===== config.mk =====
export PLATFORM = sky130hd
export DESIGN_NAME = btn_gesture_decoder
export DESIGN_NICKNAME = d
export VERILOG_FILES = /design/src/rtl/btn_gesture_decoder.sv
export SDC_FILE = /design/constraint.sdc
export NUM_CORES = 1
export LEC_CHECK = 0
export BUFFER_PORTS_ARGS = -buffer_cell sky130_fd_sc_hd__buf_2
export CORE_MARGIN = 3
export CORE_UTILIZATION = 55
export CTS_BUF_LIST = sky130_fd_sc_hd__clkbuf_8
export DETAILED_ROUTE_END_ITERATION = 8
export GPL_ROUTABILITY_DRIVEN = 0
export PLACE_DENSITY = 0.86
export SYNTH_ARGS = -nofsm -noshare
export SYNTH_HDL_FRONTEND = slang
export SYNTH_SLANG_ARGS = --single-unit
export TNS_END_PERCENT = 30

===== constraint.sdc =====
create_clock -name clk -period 2.2 [get_ports clk]
set_input_delay 0.11 -clock clk [delete_from_list [all_inputs] [get_ports clk]]
set_output_delay 0.11 -clock clk [all_outputs]
set_load 0.01 [all_outputs]

===== src/rtl/btn_gesture_decoder.sv =====
// btn_gesture_decoder
// Classifies debounced pushbutton activity (DPB level, SCEN press pulse,
// MCEN repeat pulse) into single click, double click and long press events,
// delivered through a one-entry valid/ready output register.
//
// Event codes: 01 single, 10 double, 11 long, 00 repeat.
// Optional build macro BTN_GESTURE_REPEAT_EN: while a long press is held,
// every MCEN pulse posts a repeat event (code 00). Without the macro the
// LONG state ignores MCEN and code 00 is never produced.
module btn_gesture_decoder #(
    parameter int GAP_W     = 5,
    parameter int LONG_MCEN = 3
) (
    input  logic       clk,
    input  logic       reset,
    input  logic       dpb_i,
    input  logic       scen_i,
    input  logic       mcen_i,
    input  logic       evt_ready,
    input  logic       ovr_clr,
    output logic       evt_valid,
    output logic [1:0] evt_code,
    output logic       evt_overrun,
    output logic       busy
);

    localparam logic [2:0] S_IDLE   = 3'd0;
    localparam logic [2:0] S_PRESS1 = 3'd1;
    localparam logic [2:0] S_GAP    = 3'd2;
    localparam logic [2:0] S_PRESS2 = 3'd3;
    localparam logic [2:0] S_LONG   = 3'd4;

    localparam logic [1:0] C_REPEAT = 2'b00;
    localparam logic [1:0] C_SINGLE = 2'b01;
    localparam logic [1:0] C_DOUBLE = 2'b10;
    localparam logic [1:0] C_LONG   = 2'b11;

    localparam logic [GAP_W-1:0] GAP_LAST = '1;
    localparam logic [3:0]       LONG_CNT = 4'(LONG_MCEN);

    logic [2:0]       state, state_nxt;
    logic [3:0]       mcen_cnt, mcen_cnt_nxt;
    logic [GAP_W-1:0] gap_cnt, gap_cnt_nxt;
    logic             post;
    logic [1:0]       post_code;
    logic             mcen_counted;
    logic [3:0]       mcen_inc;
    logic             drop;

    // The debouncer fires SCEN and MCEN together on the first-press cycle;
    // that MCEN belongs to the press itself and must not count toward "long".
    assign mcen_counted = mcen_i && !scen_i;
    assign mcen_inc     = (mcen_cnt == 4'hF) ? mcen_cnt : mcen_cnt + 4'd1;

    // A post that finds the register full and not being drained is lost.
    assign drop = post && evt_valid && !evt_ready;

    // Gesture classification: next state, counters and event posting.
    always_comb begin
        // NOTE: every output of this block gets a default first, so no path
        // leaves a signal unassigned and no latch is inferred.
        state_nxt    = state;
        mcen_cnt_nxt = mcen_cnt;
        gap_cnt_nxt  = gap_cnt;
        post         = 1'b0;
        post_code    = C_SINGLE;
        case (state)
            S_IDLE: begin
                if (scen_i) begin
                    state_nxt    = S_PRESS1;
                    mcen_cnt_nxt = '0;
                end
            end
            S_PRESS1: begin
                if (mcen_counted) begin
                    mcen_cnt_nxt = mcen_inc;
                end
                // Reaching the long threshold beats a release in the same cycle.
                if (mcen_counted && (mcen_inc == LONG_CNT)) begin
                    post      = 1'b1;
                    post_code = C_LONG;
                    state_nxt = S_LONG;
                end else if (!dpb_i) begin
                    state_nxt   = S_GAP;
                    gap_cnt_nxt = '0;
                end
            end
            S_GAP: begin
                gap_cnt_nxt = gap_cnt + 1'b1;
                // A second press on the final window cycle still makes a double.
                if (scen_i) begin
                    state_nxt = S_PRESS2;
                end else if (gap_cnt == GAP_LAST) begin
                    post      = 1'b1;
                    post_code = C_SINGLE;
                    state_nxt = S_IDLE;
                end
            end
            S_PRESS2: begin
                // MCEN is ignored here: a held second press is still a double.
                if (!dpb_i) begin
                    post      = 1'b1;
                    post_code = C_DOUBLE;
                    state_nxt = S_IDLE;
                end
            end
            S_LONG: begin
`ifdef BTN_GESTURE_REPEAT_EN
                if (mcen_i) begin
                    post      = 1'b1;
                    post_code = C_REPEAT;
                end
`endif
                if (!dpb_i) begin
                    state_nxt = S_IDLE;
                end
            end
            default: begin
                state_nxt = S_IDLE;
            end
        endcase
    end

    // State and counter registers; busy is registered from the next state.
    always_ff @(posedge clk or posedge reset) begin
        // NOTE: sequential state uses non-blocking assignments so every
        // register samples pre-edge values regardless of statement order.
        if (reset) begin
            state    <= S_IDLE;
            mcen_cnt <= '0;
            gap_cnt  <= '0;
            busy     <= 1'b0;
        end else begin
            state    <= state_nxt;
            mcen_cnt <= mcen_cnt_nxt;
            gap_cnt  <= gap_cnt_nxt;
            busy     <= (state_nxt != S_IDLE);
        end
    end

    // One-entry event register with back-to-back hand-off and sticky overrun.
    always_ff @(posedge clk or posedge reset) begin
        if (reset) begin
            evt_valid   <= 1'b0;
            evt_code    <= 2'b00;
            evt_overrun <= 1'b0;
        end else begin
            if (post) begin
                if (!evt_valid || evt_ready) begin
                    evt_valid <= 1'b1;
                    evt_code  <= post_code;
                end
            end else if (evt_valid && evt_ready) begin
                evt_valid <= 1'b0;
            end

            // A drop outranks a clear requested in the same cycle.
            if (drop) begin
                evt_overrun <= 1'b1;
            end else if (ovr_clr) begin
                evt_overrun <= 1'b0;
            end
        end
    end

endmodule

# After elaboration in Yosys (flattened, before gate mapping)

Index checks and enable logic that the tools add are counted.

Bits of input ports: 7
Bits in registers: 17
Word-level logic and storage cells: 68
Output and inout port bits: 5

Equality and inequality tests: 12
Multiplexer cells: 27
Add/sub/neg operators: 2
Reductions and logical operators: 20

Operator list:

| kind                                                                   | number |
|---|---|
| 3-bit 2-to-1 mux                                                       | 6 |
| 4-bit 2-to-1 mux                                                       | 3 |
| 3-bit one-hot mux with 4 select lines                                  | 1 |
| 5-bit 2-to-1 mux                                                       | 2 |
| 5-bit one-hot mux with 2 select lines                                  | 1 |
| 1-bit 2-to-1 mux                                                       | 9 |
| 2-bit != test (second input constant)                                  | 4 |
| 4-bit one-hot mux with 2 select lines                                  | 1 |
| 2-bit nonzero test                                                     | 4 |
| 3-bit by 2-bit equality test with 1-bit output (second input constant) | 2 |
| 3-bit AND reduction                                                    | 2 |
| 5-bit by 1-bit adder with 5-bit output (second input constant)         | 1 |
| 5-bit equality test (second input constant)                            | 1 |
| 1-bit logical AND                                                      | 5 |
| 4-bit by 1-bit adder with 4-bit output (second input constant)         | 1 |
| 4-bit by 2-bit equality test with 1-bit output (second input constant) | 1 |
| 4-bit equality test (second input constant)                            | 1 |
| 2-bit 2-to-1 mux                                                       | 2 |
| 2-bit one-hot mux with 2 select lines                                  | 1 |
| 2-bit AND reduction                                                    | 2 |
| 3-bit by 1-bit equality test with 1-bit output (second input constant) | 1 |
| 3-bit equality test (second input constant)                            | 1 |
| 1-bit logical NOT                                                      | 3 |
| 3-bit logical NOT                                                      | 1 |
| other kinds (5)                                                        | 5 |

# Logic depth before layout (Yosys ltp)

Depth after elaboration: 9
Gate-level depth with buffers: 8
Mapped depth without buffers: 8

# Least setup slack after synthesis

OpenSTA, ideal clock, no wires.

Path kind: register to register
Start point: register gap_cnt[0]
End point: register busy
Stages on the path, launching flop included: 7
Arrival time: 1.802 ns
Path buffers: 0
Setup time: 0.139 ns
Data required time: 2.061 ns
Clock period less this slack: 1.941 ns
Path slack: 0.259 ns
Cell sequence: dfrtp_1 -> ha_1 -> and3_1 -> ha_1 -> or3b_1 -> and3b_1 -> or4_1

Longest elaborated chain between the ends: 5

RTL lines:

| what                                  | line | text |
|---|---|---|
| start, declared                       | 43   | `logic [GAP_W-1:0] gap_cnt, gap_cnt_nxt;` |
| start signal, assigned                | 136  | `gap_cnt <= gap_cnt_nxt;` |
| 5-bit equality test                   | 93   | `end else if (gap_cnt == GAP_LAST) begin` |
| 3-bit 2-to-1 mux                      | 93   |  |
| 3-bit 2-to-1 mux                      | 91   | `if (scen_i) begin` |
| 3-bit one-hot mux with 4 select lines | 67   | `case (state)` |
| 3-bit nonzero test                    | 137  | `busy <= (state_nxt != S_IDLE);` |
| end signal, assigned                  | 137  |  |
| end, declared                         | 24   | `output logic busy` |

No other way between the ends.
A chain may end at the register's enable or synchronous reset.

# Final worst setup path

Start point: register gap_cnt[1]
End point: register busy

The elaborated chain is that of the path after synthesis.

==> run metrics <==
Die H=46.42 um; Core Util, Final=72.33%; data required time at the worst endpoint=2.33 ns; Root Buffer=clkbuf_8; setup_tns=0 ns; Net Count, Synth=99; WP data arrival=2.17 ns; Reg clk slew, reported paths=0.07 ns; Global Route Usage Sum=18.32%; area grow syn2layout=13.93%; # H-tree levels=1; drt first pass iters=5; DP Worst Slack=0.1692 ns; fin crit share=92.88%; die width=46.42 um; grt total ovfl=0; fraction of registers with async set/reset=100.0%; number of flops mapped to enable cells by yosys=0; Via density=5.899; HP Class=input port to flip-flop; share of cells above drive strength 1=20.19%; Post-CTS Setup Inserts=0; Clock Tree Buf Depth=2; average wire per standard cell=14.23 um; Max Slew Vio Count=0; startpoint class of the critical path=flip-flop; overall routed net length=1.693 mm; Least-Margin Pin Slew=0.6226 ns; vias in the first global route=669; total chip power=1140 uW; Max Cap Violations=0; Setup violations, final=0; CTS sink cnt=17; ANT nets after route=0; top post-synthesis cells by area=dfrtp_1 47%, ha_1 4.2%, nor2b_1 3.5%; CP Class=flip-flop to flip-flop; maximum vdd drop=717.3 uV; post-synthesis cell count=89; total die area=2154 um^2; crit end category=flip-flop; num rows=13; cell area after synthesis=898.4 um^2; dpl hpwl=1.267 mm; synthesis warning total=0; Leak=0.0004748 uW; Hold Vio Cnt, Final=0; normalized max-slew margin=58.45%; initial antenna violation count=0; RSZ-0062 raised after global routing=no; register area share after synthesis=47.35%; Initial Util=63.48%; diodes inserted=0; Num CTS Buffers=3; worst skew pair latency=0.25 ns; Layout Nets=115; worst-path fanout max=3; vias=702; status=completed; post-synth cell types=36; TritonCTS clock tree=yes; Yosys top cell area share=47.35%; setup ws final=0.1567 ns; fin crit period=2.043 ns; Power Dens Cells=1114 nW/um^2; # hold bufs at CTS=1; Core Area=1415 um^2; Achievable Freq=489.4 MHz; DRC violations left=0; IO buf count=11; top_reg_cell synth=dfrtp_1; Yosys reg bits=17; Iter 0 DRT Violations=9; global-route wire length before repair=2.725 mm; clk_skew=0.002617 ns; largest area contributor in the synthesized netlist=dfrtp_1; mean post-synth cell area=10.09 um^2; # IOs=12; largest net degree at the start of global routing=18; post-cts repair resize count=0
==> final timing paths <==
| kind | from | end | slack (ns) | depth (start not counted) |
|---|---|---|---|---|
| max | gap_cnt[1]$_DFFE_PP0P_ | busy$_DFF_PP0_ | 0.16 | 6 |
| min | ovr_clr | evt_overrun$_DFFE_PP0P_ | 0.03 | 2 |
| max reg2reg | gap_cnt[1]$_DFFE_PP0P_ | busy$_DFF_PP0_ | 0.16 | 6 |
| min reg2reg | evt_code[1]$_DFFE_PP0P_ | evt_code[1]$_DFFE_PP0P_ | 0.50 | 1 |
| max in group asynchronous | reset | busy$_DFF_PP0_ | 1.33 | 3 |
| min in group asynchronous | reset | mcen_cnt[0]$_DFFE_PP0P_ | 0.47 | 3 |
==> worst max-delay path: stages (launching register included) <==
cell	delay, ns
dfrtp_1	0.38
ha_1	0.17
and3_1	0.16
ha_1	0.15
or3b_1	0.36
and3b_1	0.20
or4_1	0.49
==> flip-flops by register name, indices dropped and copies added (netlist names) <==
register     count
gap_cnt          5
evt_overrun      1
busy             1
mcen_cnt         4
evt_valid        1
state            3
evt_code         2
==> metal layers <==
layer  up-vias  global-route usage [%]  wire [um]
met2        18                   29.12        804
met3         4                   5.859         98
met4         0                   10.80         21
li1        350                       -          -
met1       330                   21.32        768
met5         -                       0          0
==> through the flow <==
stage | instance area, um^2 | instances | hold slack (ns)
2_1_floorplan | 898.4 | 89 | 0.03607
3_3_place_gp | 967.2 | 114 | 0.2202
3_5_place_dp | 967.2 | 114 | 0.2175
4_1_cts | 1023 | 119 | 0.03044
5_1_grt | 1023 | 119 | 0.02946
6_report | 1023 | 119 | 0.03147
==> placed cells by master (no fill, tap or decap), drive strengths merged, types with 2 or more instances in the layout <==
| cell type | n |
|---|---|
| and2 | 2 |
| nor2b | 5 |
| nand2 | 6 |
| nand2b | 4 |
| inv | 3 |
| dfrtp | 17 |
| nand3 | 3 |
| xor2 | 2 |
| o21ai | 6 |
| nor2 | 7 |
| a22o | 2 |
| nor3b | 2 |
| and3 | 2 |
| buf | 11 |
| a21oi | 6 |
| ha | 3 |
| clkbuf | 3 |
==> logic make-up (layout without fill, tap and decap cells) <==
group           after synthesis  count (layout)  synth area share [%]
simple gates                 40              40                 27.02
compound gates               21              21                 14.90
flops                        17              17                 47.35
buf+inv                       4              19                 1.810
fa+ha+maj                     3               3                 4.179
xor+xnor                      2               2                 1.950
mux                           2               2                 2.785
==> cells in the mapped netlist (2+ instances only) <==
cell / n
dfrtp_1: 17
nor2_1: 7
a21oi_1: 6
nand2_1: 6
o21ai_0: 6
nor2b_1: 5
nand2b_1: 4
ha_1: 3
inv_1: 3
nand3_1: 3
a22o_1: 2
and2_1: 2
xor2_1: 2
==> power breakdown <==
part / total (uW) / leakage [uW] / switching [uW] / internal (uW)
Clock: 238 / 0.0000255 / 112 / 126
Sequential: 503 / 0.000218 / 93.2 / 409
Combinational: 399 / 0.000231 / 214 / 185
Total: 1140 / 0.000475 / 420 / 720
==> cell type report <==
| type | instances | area (um^2) |
|---|---|---|
| Sequential cell | 17 | 425.4 |
| Tap cell | 15 | 18.77 |
| Timing Repair Buffer | 12 | 65.06 |
| Multi-Input combinational cell | 68 | 456.7 |
| Inverter | 3 | 11.26 |
| Clock inverter | 1 | 5.005 |
| Fill cell | 111 | 391.6 |
| Clock buffer | 3 | 41.29 |
No activity file was read; power rests on OpenSTA's default activity.
